--- config.mk ---
export PLATFORM = sky130hd
export DESIGN_NAME = chunked_add_sub_flat
export DESIGN_NICKNAME = d
export VERILOG_FILES = /design/src/rtl/chunked_add_sub_if.sv /design/src/rtl/chunked_add_sub.sv /design/src/flat_wrapper.sv
export SDC_FILE = /design/constraint.sdc
export NUM_CORES = 1
export LEC_CHECK = 0
export CAP_MARGIN = 10
export CORE_ASPECT_RATIO = 0.5
export CORE_UTILIZATION = 51
export DETAILED_ROUTE_END_ITERATION = 8
export GPL_TIMING_DRIVEN = 0
export PLACE_DENSITY = 0.81
export SLEW_MARGIN = 10
export SYNTH_ARGS = -nofsm -noshare
export SYNTH_HDL_FRONTEND = slang
export SYNTH_SLANG_ARGS = --single-unit
export TNS_END_PERCENT = 5
--- constraint.sdc ---
create_clock -name clk -period 4.31 [get_ports clk]
set_clock_uncertainty 0.1 [all_clocks]
set_input_delay 0.862 -clock clk [delete_from_list [all_inputs] [get_ports clk]]
set_output_delay 0.862 -clock clk [all_outputs]
set_load 0.05 [all_outputs]
--- src/rtl/chunked_add_sub_if.sv ---
// Operand/result handshake bundle for chunked_add_sub; master drives operations, slave computes.
interface chunked_add_sub_if #(parameter int WIDTH = 16);
  logic             in_valid;
  logic             in_ready;
  logic [WIDTH-1:0] A;
  logic [WIDTH-1:0] B;
  logic             Ci;
  logic             Sub;
  logic             out_valid;
  logic             out_ready;
  logic [WIDTH-1:0] Sum;
  logic             Cout;
  logic             Ovf;

  modport master (
    output in_valid, A, B, Ci, Sub, out_ready,
    input  in_ready, out_valid, Sum, Cout, Ovf
  );

  modport slave (
    input  in_valid, A, B, Ci, Sub, out_ready,
    output in_ready, out_valid, Sum, Cout, Ovf
  );
endinterface

--- src/rtl/chunked_add_sub.sv ---
// Multi-cycle adder/subtractor: one CHUNK-bit slice per clock, LSB first.
// Optional signed saturation on overflow when ADD_SUB_SAT_EN is defined.
module chunked_add_sub #(
  parameter int WIDTH = 16,
  parameter int CHUNK = 4
) (
  input  logic              clk,
  input  logic              rst,
  chunked_add_sub_if.slave  bus
);
  localparam int NCHUNK = WIDTH / CHUNK;
  localparam int CW     = (NCHUNK > 1) ? $clog2(NCHUNK) : 1;

  typedef enum logic [1:0] {IDLE, BUSY, DONE} state_t;

  state_t           state_q, state_d;
  logic [WIDTH-1:0] a_q, a_d, b_q, b_d, sum_q, sum_d;
  logic             c_q, c_d, cout_q, cout_d, ovf_q, ovf_d;
  logic [CW-1:0]    cnt_q, cnt_d;

  logic [CHUNK-1:0] ca, cb, cs;
  logic             cc, last, msb_cin;

  // Subtraction is folded in at capture: B is inverted and the carry-in flipped.
  always_comb begin
    ca        = a_q[cnt_q*CHUNK +: CHUNK];
    cb        = b_q[cnt_q*CHUNK +: CHUNK];
    {cc, cs}  = {1'b0, ca} + {1'b0, cb} + {{CHUNK{1'b0}}, c_q};
    last      = (cnt_q == CW'(NCHUNK - 1));
    // On the last chunk cs[CHUNK-1] is bit WIDTH-1, so this recovers its carry-in.
    msb_cin   = a_q[WIDTH-1] ^ b_q[WIDTH-1] ^ cs[CHUNK-1];
  end

  always_comb begin
    state_d = state_q;
    a_d     = a_q;
    b_d     = b_q;
    c_d     = c_q;
    cnt_d   = cnt_q;
    sum_d   = sum_q;
    cout_d  = cout_q;
    ovf_d   = ovf_q;
    unique case (state_q)
      IDLE: begin
        if (bus.in_valid) begin
          a_d     = bus.A;
          b_d     = bus.B ^ {WIDTH{bus.Sub}};
          c_d     = bus.Ci ^ bus.Sub;
          cnt_d   = '0;
          sum_d   = '0;
          cout_d  = 1'b0;
          ovf_d   = 1'b0;
          state_d = BUSY;
        end
      end
      BUSY: begin
        sum_d[cnt_q*CHUNK +: CHUNK] = cs;
        c_d   = cc;
        cnt_d = cnt_q + 1'b1;
        if (last) begin
          cout_d  = cc;
          ovf_d   = cc ^ msb_cin;
`ifdef ADD_SUB_SAT_EN
          if (cc ^ msb_cin)
            sum_d = a_q[WIDTH-1] ? {1'b1, {(WIDTH-1){1'b0}}} : {1'b0, {(WIDTH-1){1'b1}}};
`endif
          state_d = DONE;
        end
      end
      DONE: begin
        if (bus.out_ready) state_d = IDLE;
      end
      default: state_d = IDLE;
    endcase
  end

  always_ff @(posedge clk) begin
    if (rst) begin
      state_q <= IDLE;
      a_q     <= '0;
      b_q     <= '0;
      c_q     <= 1'b0;
      cnt_q   <= '0;
      sum_q   <= '0;
      cout_q  <= 1'b0;
      ovf_q   <= 1'b0;
    end else begin
      state_q <= state_d;
      a_q     <= a_d;
      b_q     <= b_d;
      c_q     <= c_d;
      cnt_q   <= cnt_d;
      sum_q   <= sum_d;
      cout_q  <= cout_d;
      ovf_q   <= ovf_d;
    end
  end

  assign bus.in_ready  = (state_q == IDLE);
  assign bus.out_valid = (state_q == DONE);
  assign bus.Sum       = sum_q;
  assign bus.Cout      = cout_q;
  assign bus.Ovf       = ovf_q;
endmodule

--- src/flat_wrapper.sv ---
// flat-port wrapper written by rule: the top's interface ports become plain ports
module chunked_add_sub_flat 
#(
  parameter int WIDTH = 16,
  parameter int CHUNK = 4
)
  (clk, rst, bus_in_valid, bus_A, bus_B, bus_Ci, bus_Sub, bus_out_ready, bus_in_ready, bus_out_valid, bus_Sum, bus_Cout, bus_Ovf);
  chunked_add_sub_if #(.WIDTH(WIDTH)) bus_i ();
  input  logic clk;
  input  logic rst;
  input wire logic [$bits(bus_i.in_valid)-1:0] bus_in_valid;
  input wire logic [$bits(bus_i.A)-1:0] bus_A;
  input wire logic [$bits(bus_i.B)-1:0] bus_B;
  input wire logic [$bits(bus_i.Ci)-1:0] bus_Ci;
  input wire logic [$bits(bus_i.Sub)-1:0] bus_Sub;
  input wire logic [$bits(bus_i.out_ready)-1:0] bus_out_ready;
  output wire logic [$bits(bus_i.in_ready)-1:0] bus_in_ready;
  output wire logic [$bits(bus_i.out_valid)-1:0] bus_out_valid;
  output wire logic [$bits(bus_i.Sum)-1:0] bus_Sum;
  output wire logic [$bits(bus_i.Cout)-1:0] bus_Cout;
  output wire logic [$bits(bus_i.Ovf)-1:0] bus_Ovf;
  assign bus_i.in_valid = bus_in_valid;
  assign bus_i.A = bus_A;
  assign bus_i.B = bus_B;
  assign bus_i.Ci = bus_Ci;
  assign bus_i.Sub = bus_Sub;
  assign bus_i.out_ready = bus_out_ready;
  assign bus_in_ready = bus_i.in_ready;
  assign bus_out_valid = bus_i.out_valid;
  assign bus_Sum = bus_i.Sum;
  assign bus_Cout = bus_i.Cout;
  assign bus_Ovf = bus_i.Ovf;
  chunked_add_sub #(.WIDTH(WIDTH), .CHUNK(CHUNK)) u_core (.clk(clk), .rst(rst), .bus(bus_i));
endmodule
==> results of run 1 <==
[cells by family after synthesis]
kind of cell | Yosys count | synth area share
simple gates | 97 | 0.176
compound gates | 66 | 0.170
flops | 55 | 0.426
buf+inv | 23 | 0.0407
xor+xnor | 19 | 0.0644
mux | 9 | 0.0736
fa+ha+maj | 9 | 0.0494
[worst paths after layout]
path | from | endpoint | slack (ps) | depth (start not counted)
setup / recovery | u_core.cnt_q[1]$_SDFFE_PP0P_ | u_core.bus.Sum[2]$_SDFFE_PP0P_ | 1310 | 7
setup reg to reg | u_core.cnt_q[1]$_SDFFE_PP0P_ | u_core.bus.Sum[2]$_SDFFE_PP0P_ | 1310 | 7
hold reg to reg | u_core.a_q[5]$_SDFFE_PP0P_ | u_core.a_q[5]$_SDFFE_PP0P_ | 360 | 2
hold / removal | u_core.a_q[5]$_SDFFE_PP0P_ | u_core.a_q[5]$_SDFFE_PP0P_ | 360 | 2
[state kept, by name, summed over array words and instances, names as in the netlist]
register         count
u_core.a_q          16
u_core.b_q          16
u_core.bus.Sum      16
u_core.cnt_q         2
u_core.state_q       2
u_core.bus.Cout      1
u_core.bus.Ovf       1
u_core.c_q           1
[final cells by class]
| cell class | count | area share |
|---|---|---|
| clock inverter | 2 | 0.00379 |
| timing repair buffer | 55 | 0.167 |
| inverter | 4 | 0.00455 |
| sequential | 55 | 0.333 |
| buffer | 19 | 0.0273 |
| tap | 66 | 0.0250 |
| clock buffer | 6 | 0.0220 |
| multi-input combinational | 200 | 0.417 |
[where the power goes]
| group | switching (mW) | internal (mW) | leakage, nW | total, mW |
|---|---|---|---|---|
| clock | 0.167 | 0.114 | 0.0412 | 0.281 |
| sequential | 0.0163 | 0.536 | 0.450 | 0.552 |
| combinational | 0.126 | 0.108 | 0.718 | 0.234 |
| total | 0.309 | 0.757 | 1.21 | 1.07 |
[per-stage QoR]
| step | area (um2) | hold slack, ps |
|---|---|---|
| finish | 3300 | 365 |
| global route | 3300 | 388 |
| CTS | 3300 | 362 |
| detailed placement | 3220 | 348 |
| global placement | 3220 | 340 |
| floorplan | 2580 | 333 |
[cell usage after synthesis, types with 4 or more instances]
cell,number,share of area
a21oi_1,24,0.046
nor2_1,34,0.049
dfxtp_1,55,0.43
a21o_1,5,0.015
inv_1,4,0.0058
mux4_2,8,0.070
nand2_1,42,0.061
buf_2,6,0.012
clkbuf_1,11,0.016
a211oi_1,19,0.055
xnor2_1,16,0.054
a22oi_1,14,0.041
ha_1,7,0.034
or3b_1,4,0.014
[worst max-delay path, cell delays in order (launching register included)]
cell	delay [ps]
dfxtp_1	380
clkbuf_1	470
mux4_2	430
fa_1	430
fa_1	430
xor2_1	420
a22oi_1	170
nor2_1	100
[routing by layer]
| metal | track usage | vias to the layer above |
|---|---|---|
| met2 | 0.423 | 66 |
| met5 | 0 | - |
| li1 | - | 1091 |
| met4 | 0.0738 | 0 |
| met1 | 0.307 | 1083 |
| met3 | 0.0507 | 10 |
==> key figures, run 1 <==
Finish
  • Layout area overhead: 27.8%
  • Area occupied by multi-input gates: about 1400 um2
  • Most frequent cells in the layout: clkdlybuf4s50_1, dfxtp_1, nand2_1
  • Share of cells above drive strength 1: 0.0792
  • Register area: 1100 um2
  • Core Util, Final: 0.712
  • Layout Cells excl Fill: between 400 and 500
  • Filler cell count: 372
  • Antenna Diode Count: 0
  • NumNets Final: 387

Synth
  • Gate count of the mapped netlist: between 200 and 300
  • Number of distinct library cells after synthesis: 34
  • Cell Area, Synth: 2580 um2
  • EDFF count, synth: 0
  • Syn_nets: about 330
  • Ys async rst share: 0
  • Synth Flop Type: dfxtp_1
  • #FFs+latches synth: 55
  • Register area share after synthesis: 0.426
  • Synth warn: 0
  • Syn avg cell area: 9.30 um2

Clock tree
  • CTS tree: done
  • Worst skew pair latency: 310 ps
  • H-tree levels: 2
  • CTS buffer count: 5
  • Post-CTS Hold Buffers: 0
  • Cts repair resizes: 0
  • Clk sinks: 55
  • Post-CTS setup buffer count: 0
  • Root Driver: clkbuf_8
  • Clock transition at path regs: approximately 100 ps
  • Max Buffers Root-to-Sink: 2

Worst setup path
  • Worst EP required: roughly 4500 ps
  • Startpoint Class: flop
  • CP endpoint kind: flop
  • WS Path Type: flop to flop
  • CP max FO: 10
  • CP arrival: ~3200 ps

STA
  • Peak Freq: 333 MHz
  • Final setup viols: 0
  • Worst Max-Slew Pin Slew: around 580 ps
  • Unrepaired setup endpoints after global routing: no
  • Post-Route Setup TNS: 0 ps
  • Slew margin rel.: 0.612
  • Tcrit/Tclk final: 0.697
  • Slew Viols, Final: 0
  • Final Hold Fails: 0
  • Worst setup margin: ~1300 ps
  • Final worst path period need: ~3000 ps

Power
  • Total power: approximately 1.1 mW
  • Pwr dens: approximately 320 nW/um2
  • Max VDD drop: approximately 0.00016 V
  • Lkg Pwr: around 1.2 nW

GRT
  • GRT Total Usage: 0.243
  • First-pass GRT wire length: 9830 um
  • Largest net degree at the start of global routing: 17
  • Initial antenna violation count: 0
  • Vias in the first global route: between 2,000 and 2,500
  • Grt ovf: 0

Drt
  • Met1 wire length: 2780 um
  • Drt first pass iters: 4
  • Drt total wl: about 6000 um
  • Drt drc: 0
  • Wire per inst: 15.0 um
  • Antenna viol nets, final: 0
  • Max Used Layer: met4
  • Total number of vias: 2,250
  • Met2 Wirelength: around 2900 um
  • Via-to-Cell Ratio: around 5.5
  • Metal3 WL: roughly 320 um
  • Initial DRC count: approximately 110

Place
  • PortBufs: between 50 and 60
  • DP Worst Slack: between 1000 and 1500 ps
  • RePlAce Congestion: a little over 0.8
  • Cells after DPL: around 400
  • Hpwl dp: 4610 um

Die
  • Area of the die: around 5400 um2
  • # IOs: 58
  • CORE AREA: 4640 um2
  • Chip Width: slightly above 100 um
  • Die Y: 52.3 um
  • Initial Util: 0.557
  • Row Count: 17

Min path
  • Worst hold path class: flop to flop

Flow run
  • Max-cap viol count: 0

Run status
  • Status: completed
No activity file was read; power rests on OpenSTA's default activity.
==> run 2: changes to the inputs <==
CORE_UTILIZATION = 50   (was 51)
PLACE_DENSITY = 0.79   (was 0.81)
clock period = 2.8 ns   (was 4.31 ns; I/O delays follow)
==> run 2 against run 1 <==
  * Power increased by 63%
  * Register-to-register slack got worse by 1300 ps
  * Clock power increased by 85%
  * First-iteration DRC count decreased by 42%
  * Global-route usage decreased by 1.4 points
  * Flip-flop and latch count unchanged
  * Largest cell class unchanged
==> key figures, run 2 (synthesis gave the netlist of run 1 again) <==
STA
  • Final Hold Fails: 0 (unchanged)
  • Post-Route Setup TNS: 0 ps (unchanged)
  • Tcrit/Tclk final: 0.993 (was 0.697)
  • Final worst path period need: 2780 ps (was 3000 ps)
  • Worst Max-Slew Pin Slew: 542 ps (was 582 ps)
  • Slew Viols, Final: 0 (unchanged)
  • Peak Freq: 360 MHz (was 333 MHz)
  • Final setup viols: 0 (unchanged)
  • Slew margin rel.: 0.638 (was 0.612)

Finish
  • Antenna Diode Count: 0 (unchanged)
  • Layout area overhead: 29.8% (was 27.8%)
  • Commonest non-fill, non-tap cell in the layout: clkdlybuf4s50_1
  • Post-route cell area: 3360 um2 (was 3300 um2)
  • Share of cells above drive strength 1: 0.0941 (was 0.0792)
  • NumNets Final: 387 (unchanged)
  • Most frequent cells in the layout: clkdlybuf4s50_1, dfxtp_1, nand2_1 (unchanged)

Drt
  • Drt first pass iters: 4 (unchanged)
  • Antenna viol nets, final: 0 (unchanged)
  • Drt drc: 0 (unchanged)
  • Drt total wl: 6120 um (was 6090 um)
  • Wire per inst: 14.9 um (was 15.0 um)
  • Via-to-Cell Ratio: 5.45 (was 5.53)
  • Total number of vias: 2,235 (was 2,250)
  • Initial DRC count: 63 (was 108)

Worst setup path
  • Worst r2r src: u_core.cnt_q[0]$_SDFFE_PP0P_ (was u_core.cnt_q[1]$_SDFFE_PP0P_)
  • Critical path buffer and inverter count: 1 (unchanged)
  • Slowest-stage cell, CP: mux4_2 (was clkbuf_1)
  • WS Path Type: flop to flop (unchanged)
  • Worst setup path start: u_core.cnt_q[0]$_SDFFE_PP0P_ (was u_core.cnt_q[1]$_SDFFE_PP0P_)
  • CP endpoint kind: flop (unchanged)
  • CP arrival: 2890 ps (was 3160 ps)
  • Crit path cell chain: buf_8 > mux4_2 > fa_2 > fa_2 > nand3_1 > nand3_1 > a211oi_2 > o31ai_1 (was clkbuf_1 > mux4_2 > fa_1 > fa_1 > xor2_1 > a22oi_1 > nor2_1)
  • Critical path's largest stage delay: 560 ps (was 470 ps)
  • CP top delay family: adder cells (unchanged)
  • CP max FO: 10 (unchanged)
  • Worst EP required: 2910 ps (was 4460 ps)
  • Startpoint Class: flop (unchanged)

GRT
  • First-pass GRT wire length: 9610 um (was 9830 um)
  • Initial antenna violation count: 0 (unchanged)
  • Largest net degree at the start of global routing: 16 (was 17)
  • Grt ovf: 0 (unchanged)
  • Vias in the first global route: 2,098 (was 2,121)
  • GRT Total Usage: 0.229 (was 0.243)

Clock tree
  • Worst skew pair latency: 310 ps (about the same)
  • Max Buffers Root-to-Sink: 2 (unchanged)
  • Root Driver: clkbuf_8 (unchanged)
  • CTS tree: done (unchanged)
  • CTS buffer count: 5 (unchanged)
  • Clock transition at path regs: 100 ps (about the same)
  • Post-CTS setup buffer count: 0 (unchanged)
  • H-tree levels: 2 (unchanged)
  • Clk sinks: 55 (unchanged)

Die
  • # IOs: 58 (unchanged)
  • CORE AREA: 4950 um2 (was 4640 um2)
  • Chip Width: 104 um (was 103 um)
  • Area of the die: 5480 um2 (was 5370 um2)
  • Initial Util: 0.522 (was 0.557)
  • Die Y: 52.8 um (was 52.3 um)
  • Row Count: 18 (was 17)

Min path
  • Hold path startpoint: u_core.a_q[0]$_SDFFE_PP0P_ (was u_core.a_q[5]$_SDFFE_PP0P_)
  • Worst hold path class: flop to flop (unchanged)

Power
  • Lkg Pwr: 1.22 nW (was 1.21 nW)
  • Max VDD drop: 0.000328 V (was 0.000155 V)
  • Pwr dens: 519 nW/um2 (was 323 nW/um2)

Run status
  • Status: completed (unchanged)

Place
  • Placed instance area: 3220 um2 (about the same)
  • RePlAce Congestion: 0.808 (was 0.805)
  • Hpwl dp: 4420 um (was 4610 um)
  • PortBufs: 55 (unchanged)

Flow run
  • Max-cap viol count: 0 (unchanged)
[run 2: changes by cell type in the layout (fill, tap and decap cells not counted), sizes merged]
| cell | before | now |
|---|---|---|
| bufinv | 0 | 1 |
| clkinv | 1 | 0 |
| clkinvlp | 1 | 0 |
[run 2: final timing paths]
check / end / slack (ps) / cells after the start
max: u_core.bus.Ovf$_SDFFE_PP0P_ / 20 / 8
min reg2reg: u_core.a_q[0]$_SDFFE_PP0P_ / 360 / 2
min: u_core.a_q[0]$_SDFFE_PP0P_ / 360 / 2
max reg2reg: u_core.bus.Ovf$_SDFFE_PP0P_ / 20 / 8
[run 2: cell type report]
class	count	area (um2)
Buffer	19	98.8
Tap cell	70	87.6
Clock inverter	1	30.0
Multi-Input combinational cell	200	1400
Fill cell	425	1600
Clock buffer	6	72.6
Timing Repair Buffer	55	551
Inverter	4	15.0
Sequential cell	55	1100
[run 2: per-stage QoR]
step | power [mW] | setup WS (ps) | util | hold WS (ps) | cells
floorplan | 1.10 | 103 | - | 333 | 278
global placement | 1.21 | -89.2 | 0.651 | 340 | 403
detailed placement | 1.22 | -188 | 0.651 | 346 | 403
CTS | 1.73 | 6.87 | 0.674 | 360 | 410
global route | 1.81 | -55.4 | 0.677 | 375 | 410
finish | 1.74 | 19.2 | 0.677 | 359 | 410
[run 2: worst register-to-register path, delay by kind of cell, from the launching register on]
| kind | cells | cell delay, ps |
|---|---|---|
| buffers and inverters | 1 | 170 |
| muxes | 1 | 560 |
| AOI/OAI and AO/OA | 2 | 400 |
| DFF | 1 | 390 |
| adders and majority gates | 2 | 760 |
| and+or+nand+nor | 2 | 290 |
[run 2: where the power goes]
part	leakage (nW)	switching (mW)	total, mW	internal (mW)
clock network	0.0513	0.258	0.520	0.263
registers	0.451	0.0244	0.849	0.825
logic	0.721	0.200	0.372	0.172
total	1.22	0.482	1.74	1.26
[run 2: layer usage]
layer  GRT usage  wire, um
met1       0.286      2760
met3      0.0410       291
met5           0         0
met2       0.408      2980
met4      0.0857        82
[run 2: timing repair]
| item | in CTS | in global routing |
|---|---|---|
| gates cloned | 0 | 0 |
| endpoints found under the setup margin | 11 | 6 |
| gates resized for setup | 5 | 4 |
| hold buffers | 0 | 0 |
